--- config.mk ---
export PLATFORM = sky130hd
export DESIGN_NAME = wb_sequencer
export DESIGN_NICKNAME = d
export VERILOG_FILES = /design/src/rtl/wb_sequencer_pkg.sv /design/src/rtl/wb_mem_timer.sv /design/src/rtl/wb_sequencer.sv
export SDC_FILE = /design/constraint.sdc
export NUM_CORES = 1
export LEC_CHECK = 0
export CELL_PAD_IN_SITES_DETAIL_PLACEMENT = 0
export CELL_PAD_IN_SITES_GLOBAL_PLACEMENT = 2
export CORE_MARGIN = 2
export CORE_UTILIZATION = 32
export DETAILED_ROUTE_END_ITERATION = 16
export GPL_ROUTABILITY_DRIVEN = 0
export PLACE_DENSITY_LB_ADDON = 0.1
export SLEW_MARGIN = 5
export SYNTH_ARGS = -nofsm -noshare
export SYNTH_HDL_FRONTEND = slang
export SYNTH_SLANG_ARGS = --single-unit
--- constraint.sdc ---
create_clock -name clk -period 1.9 [get_ports clk]
set_input_delay 0.19 -clock clk [delete_from_list [all_inputs] [get_ports clk]]
set_output_delay 0.19 -clock clk [all_outputs]
set_load 0.02 [all_outputs]
--- src/rtl/wb_sequencer_pkg.sv ---
// Shared encodings for the write-back sequencer: op codes, register-file mux
// selects, the FSM state type and the WRITE1 select decode.
package wb_sequencer_pkg;

    localparam logic [2:0] OP_RD_ALU = 3'd0;
    localparam logic [2:0] OP_RT_ALU = 3'd1;
    localparam logic [2:0] OP_RT_MEM = 3'd2;
    localparam logic [2:0] OP_LINK   = 3'd3;
    localparam logic [2:0] OP_PUSH   = 3'd4;
    localparam logic [2:0] OP_POP    = 3'd5;

    localparam logic [1:0] WREG_RT = 2'b00;
    localparam logic [1:0] WREG_SP = 2'b01;
    localparam logic [1:0] WREG_RA = 2'b10;
    localparam logic [1:0] WREG_RD = 2'b11;

    localparam logic [1:0] WDATA_ALU    = 2'b00;
    localparam logic [1:0] WDATA_MDR    = 2'b01;
    localparam logic [1:0] WDATA_PC4    = 2'b10;
    localparam logic [1:0] WDATA_SP_ADJ = 2'b11;

    typedef enum logic [2:0] {
        ST_IDLE     = 3'd0,
        ST_WAIT_MEM = 3'd1,
        ST_WRITE1   = 3'd2,
        ST_WRITE2   = 3'd3,
        ST_DONE     = 3'd4
    } wb_state_e;

    typedef struct packed {
        logic [1:0] wreg;
        logic [1:0] wdata;
    } wb_sel_t;

    function automatic wb_sel_t write1_sel(input logic [2:0] op);
        wb_sel_t sel;
        sel = '{wreg: WREG_RT, wdata: WDATA_ALU};
        case (op)
            OP_RD_ALU: sel = '{wreg: WREG_RD, wdata: WDATA_ALU};
            OP_RT_ALU: sel = '{wreg: WREG_RT, wdata: WDATA_ALU};
            OP_RT_MEM: sel = '{wreg: WREG_RT, wdata: WDATA_MDR};
            OP_LINK:   sel = '{wreg: WREG_RA, wdata: WDATA_PC4};
            OP_PUSH:   sel = '{wreg: WREG_SP, wdata: WDATA_ALU};
            OP_POP:    sel = '{wreg: WREG_RT, wdata: WDATA_MDR};
            default:   sel = '{wreg: WREG_RT, wdata: WDATA_ALU};
        endcase
        return sel;
    endfunction

    function automatic logic is_mem_op(input logic [2:0] op);
        return (op == OP_RT_MEM) || (op == OP_POP);
    endfunction

    function automatic logic is_legal_op(input logic [2:0] op);
        return op <= OP_POP;
    endfunction

endpackage

--- src/rtl/wb_mem_timer.sv ---
// Wait counter for the memory-data state: held at zero while cleared, counts
// each waiting cycle and flags the last permitted cycle.
module wb_mem_timer #(
    parameter int MEM_TIMEOUT = 16,
    parameter int CNT_W       = 8
) (
    input  logic clk,
    input  logic reset_n,
    input  logic clear,
    input  logic count,
    output logic expired
);

    logic [CNT_W-1:0] cnt;

    assign expired = (cnt == CNT_W'(MEM_TIMEOUT - 1));

    // NOTE: sequential state uses non-blocking assignments so every flop samples pre-edge values.
    always_ff @(posedge clk or negedge reset_n) begin
        if (!reset_n) begin
            cnt <= '0;
        end else if (clear) begin
            cnt <= '0;
        end else if (count && !expired) begin
            cnt <= cnt + 1'b1;
        end
    end

endmodule

--- src/rtl/wb_sequencer.sv ---
// Write-back sequencer: owns every register-file write of the multicycle datapath,
// driving address/data selects and RegWrite over one or two cycles per op.
module wb_sequencer
    import wb_sequencer_pkg::*;
#(
    parameter int MEM_TIMEOUT = 16,
    parameter int CNT_W       = 8
) (
    input  logic       clk,
    input  logic       reset_n,
    input  logic       start,
    input  logic [2:0] op,
    input  logic       mem_ready,
    input  logic       flush,
    output logic [1:0] wreg_sel,
    output logic [1:0] wdata_sel,
    output logic       reg_write,
    output logic       busy,
    output logic       done,
    output logic       err
);

    wb_state_e  state, state_nxt;
    logic [2:0] op_q, op_nxt;
    logic       err_q, err_nxt;
    logic       tmr_clear, tmr_count, tmr_expired;
    wb_sel_t    sel_w1;

    // Outside WAIT_MEM the counter is held at zero, so it always enters WAIT_MEM cleared.
    assign tmr_clear = (state != ST_WAIT_MEM);
    assign tmr_count = (state == ST_WAIT_MEM) && !mem_ready && !flush;

    wb_mem_timer #(
        .MEM_TIMEOUT (MEM_TIMEOUT),
        .CNT_W       (CNT_W)
    ) u_mem_timer (
        .clk     (clk),
        .reset_n (reset_n),
        .clear   (tmr_clear),
        .count   (tmr_count),
        .expired (tmr_expired)
    );

    always_ff @(posedge clk or negedge reset_n) begin
        if (!reset_n) begin
            state <= ST_IDLE;
            op_q  <= OP_RD_ALU;
            err_q <= 1'b0;
        end else begin
            state <= state_nxt;
            op_q  <= op_nxt;
            err_q <= err_nxt;
        end
    end

    // NOTE: every combinational output gets a default first, so no path can infer a latch.
    always_comb begin
        state_nxt = state;
        op_nxt    = op_q;
        err_nxt   = err_q;
        if (flush) begin
            state_nxt = ST_IDLE;
            err_nxt   = 1'b0;
        end else begin
            case (state)
                ST_IDLE: begin
                    if (start) begin
                        op_nxt = op;
                        if (is_mem_op(op)) begin
                            state_nxt = ST_WAIT_MEM;
                        end else if (is_legal_op(op)) begin
                            state_nxt = ST_WRITE1;
                        end else begin
                            state_nxt = ST_DONE;
                            err_nxt   = 1'b1;
                        end
                    end
                end
                ST_WAIT_MEM: begin
                    // A ready arriving on the expiry cycle still counts as success.
                    if (mem_ready) begin
                        state_nxt = ST_WRITE1;
                    end else if (tmr_expired) begin
                        state_nxt = ST_DONE;
                        err_nxt   = 1'b1;
                    end
                end
                ST_WRITE1: state_nxt = (op_q == OP_POP) ? ST_WRITE2 : ST_DONE;
                ST_WRITE2: state_nxt = ST_DONE;
                ST_DONE: begin
                    state_nxt = ST_IDLE;
                    err_nxt   = 1'b0;
                end
                default:   state_nxt = ST_IDLE;
            endcase
        end
    end

    assign sel_w1 = write1_sel(op_q);

    always_comb begin
        wreg_sel  = WREG_RT;
        wdata_sel = WDATA_ALU;
        reg_write = 1'b0;
        done      = 1'b0;
        err       = 1'b0;
        busy      = (state != ST_IDLE);
        case (state)
            ST_WAIT_MEM: begin
                wreg_sel  = sel_w1.wreg;
                wdata_sel = sel_w1.wdata;
            end
            ST_WRITE1: begin
                wreg_sel  = sel_w1.wreg;
                wdata_sel = sel_w1.wdata;
                reg_write = 1'b1;
            end
            ST_WRITE2: begin
                wreg_sel  = WREG_SP;
                wdata_sel = WDATA_SP_ADJ;
                reg_write = 1'b1;
            end
            ST_DONE: begin
                done = 1'b1;
                err  = err_q;
            end
            default: ;
        endcase
    end

endmodule

==> out/summary.txt <==
Synth cell types = 37
Final Hold Vio Count = 0
core area = 2978 um^2
type of origin of the critical path = flip-flop
Final min period = 1.836 ns
ant diodes = 0
synthesized net count = 111
worst path bufs/invs = 1
max_cap viols = 0
maximum vdd drop = 229.2 uV
crit share post-route = 96.61%
Fillers = 303
DR DRC count = 0
type of the tightest min-delay check = input port to async pin
Clock Latency Late Sink = 0.28 ns
CP max FO = 6
Yosys Warn Count = 0
Power Density = 613.5 nW/um^2
max incr delay on CP = 0.45 ns
cell count after placement = 162
synthesized flop and latch total = 15
most frequent cells in the layout = 16 x buf_4, 13 x dfrtp_1, 10 x nand2_1
vias in the first global route = 910
ANT nets after route = 0
fin nets = 145
die area = 3512 um^2
via/cell ratio = 5.298
first-pass GRT wire length = 4229 um
largest area contributor in the netlist = dfrtp_1
Clock Root Buffer = clkbuf_4
clk buf depth = 2
IO Pins = 16
total power = 0.0008091 W
Slew @ Worst Pin = 0.4293 ns
top cells by area, synth = dfrtp_1 38%, mux2_2 5.8%, nand2_1 3.8%, a21oi_1 3.6%, nor2_1 3.5%
Post-synth EDFFs = 0
Chip Width = 59.26 um
Synth top area share = 38.41%
initial DRC count = 36
Final WS setup = 0.06439 ns
Starting Density = 32.82%
crit-path leading delay family = flip-flops
Clock Pin Slew Worst Setup and Hold Paths = 0.09 ns
std cell rows = 20
Non-Filler Instances = 168
setup TNS = 0 ns
cell count after synthesis = 102
I/O Buffers = 15
RSZ-0062 raised after global routing = no
CTS tree = built
GRT Util Overall = 16.18%
met1 wire length = 1113 um
synthesis-to-finish area growth = 34.95%
CP Capture Type = primary output
Overflow after GRT = 0
# setup viols final = 0
CTS buffer count = 3
drt pass-1 iters = 4
Worst EP arrival = 1.65 ns
Chip Height = 59.26 um
post-place setup slack = 0.09767 ns
WL met3 = 89 um
via count = 890
Peak Freq = 544.8 MHz
Total Wirelength = 2450 um
Top Metal Used = met4
minimum hold slack = 0.2179 ns
Clock Skews = 0.0006444 ns
layout cells sized above 1 = 26.67%
LEAKAGE = 0.5882 nW
hold_buf cts = 0
Cell Area, Synth = 977.2 um^2
WL/cell = 14.58 um
status = finished clean
asr flop ratio synth = 100.0%
syn_area_per_cell = 9.580 um^2
Crit-path slowest cell = dfrtp_1
H-tree depth = 1
Sink Count = 15
DP HPWL = 1880 um
Req. time, crit path = 1.71 ns
Top FF cell, synth = dfrtp_1
pin count of the biggest net entering global routing = 16
Critical Path, Cell by Cell = nand2b_1, o21ai_0, nand2_1, a21oi_1, dlygate4sd2_1
routed wire length on met2 = 1223 um
Crit Path Category = flip-flop to primary output
antenna violations before repair = 0
Slew HR = 71.14%
Seq/Total Area, Yosys = 38.41%
Slew Viols, Final = 0
most common library cell in the layout ignoring fill and taps = buf_4
==> cell usage after synthesis (3+ instances only) <==
cell type,n
a21oi_1,7
and3_1,4
dfrtp_1,15
mux2_2,5
mux2i_1,3
nand2_1,10
nand3_1,4
nand4_1,3
nor2_1,9
o21ai_0,6
or3_1,3
xor2_1,3
==> per-stage QoR <==
stage	area, um^2	util, %
4_1_cts	1300	43.66
3_5_place_dp	1281	43.03
3_3_place_gp	1281	43.03
2_1_floorplan	977.2	-
6_report	1319	44.29
5_1_grt	1319	44.29
==> worst paths after layout <==
check	startpoint	end	slack [ns]	cells after the start
worst max-delay path	op_q[0]	wdata_sel[0]	0.06	5
max in group asynchronous	reset_n	state[1]	1.49	2
worst min-delay path	reset_n	u_mem_timer.cnt[7]	0.22	2
worst min register to register	u_mem_timer.cnt[2]	u_mem_timer.cnt[2]	0.53	1
worst max register to register	u_mem_timer.cnt[5]	state[2]	0.19	4
min in group clk	u_mem_timer.cnt[2]	u_mem_timer.cnt[2]	0.53	1
==> flip-flops by register name, summed over array words and instances, names as in the netlist <==
name             count
op_q                 3
u_mem_timer.cnt      8
err_q                1
state                3
==> cell families (layout without fill, tap and decap cells) <==
family | count (synthesis) | in the layout | synth area share, %
flops | 15 | 15 | 38.41
simple gates | 49 | 49 | 30.09
buf+inv | 5 | 38 | 2.049
compound gates | 20 | 20 | 15.75
xor+xnor | 4 | 4 | 3.586
mux | 8 | 8 | 8.835
fa+ha+maj | 1 | 1 | 1.280
==> timing repair <==
action / in CTS / in global routing
hold endpoints to repair: 0 / 0
setup endpoints to repair: 8 / 4
resized for setup: 8 / 3
buffers inserted: 0 / 2
pin swaps: 0 / 1
cloned: 0 / 0
==> cell type report <==
cell class	count	area, um^2	share of cell area [%]
inverters	2	7.507	0.5693
repair buffers	32	284.0	21.54
multi-input cells	82	581.8	44.12
well taps	33	41.29	3.131
clock buffers	4	26.28	1.992
flip-flops and latches	15	377.9	28.65
==> power by group <==
| group | total [W] | leakage, nW | switching [W] | internal (W) |
|---|---|---|---|---|
| combinational | 0.000247 | 0.375 | 0.000118 | 0.000129 |
| sequential | 0.000378 | 0.198 | 0.0000337 | 0.000344 |
| clock | 0.000184 | 0.0150 | 0.000102 | 0.0000814 |
==> layer usage <==
| metal | up-vias | GRT usage, % |
|---|---|---|
| li1 | 451 | - |
| met1 | 412 | 20.54 |
| met2 | 25 | 27.63 |
| met3 | 2 | 1.747 |
| met4 | 0 | 6.818 |
| met5 | - | 0 |
(Power assumes the default switching activity.)
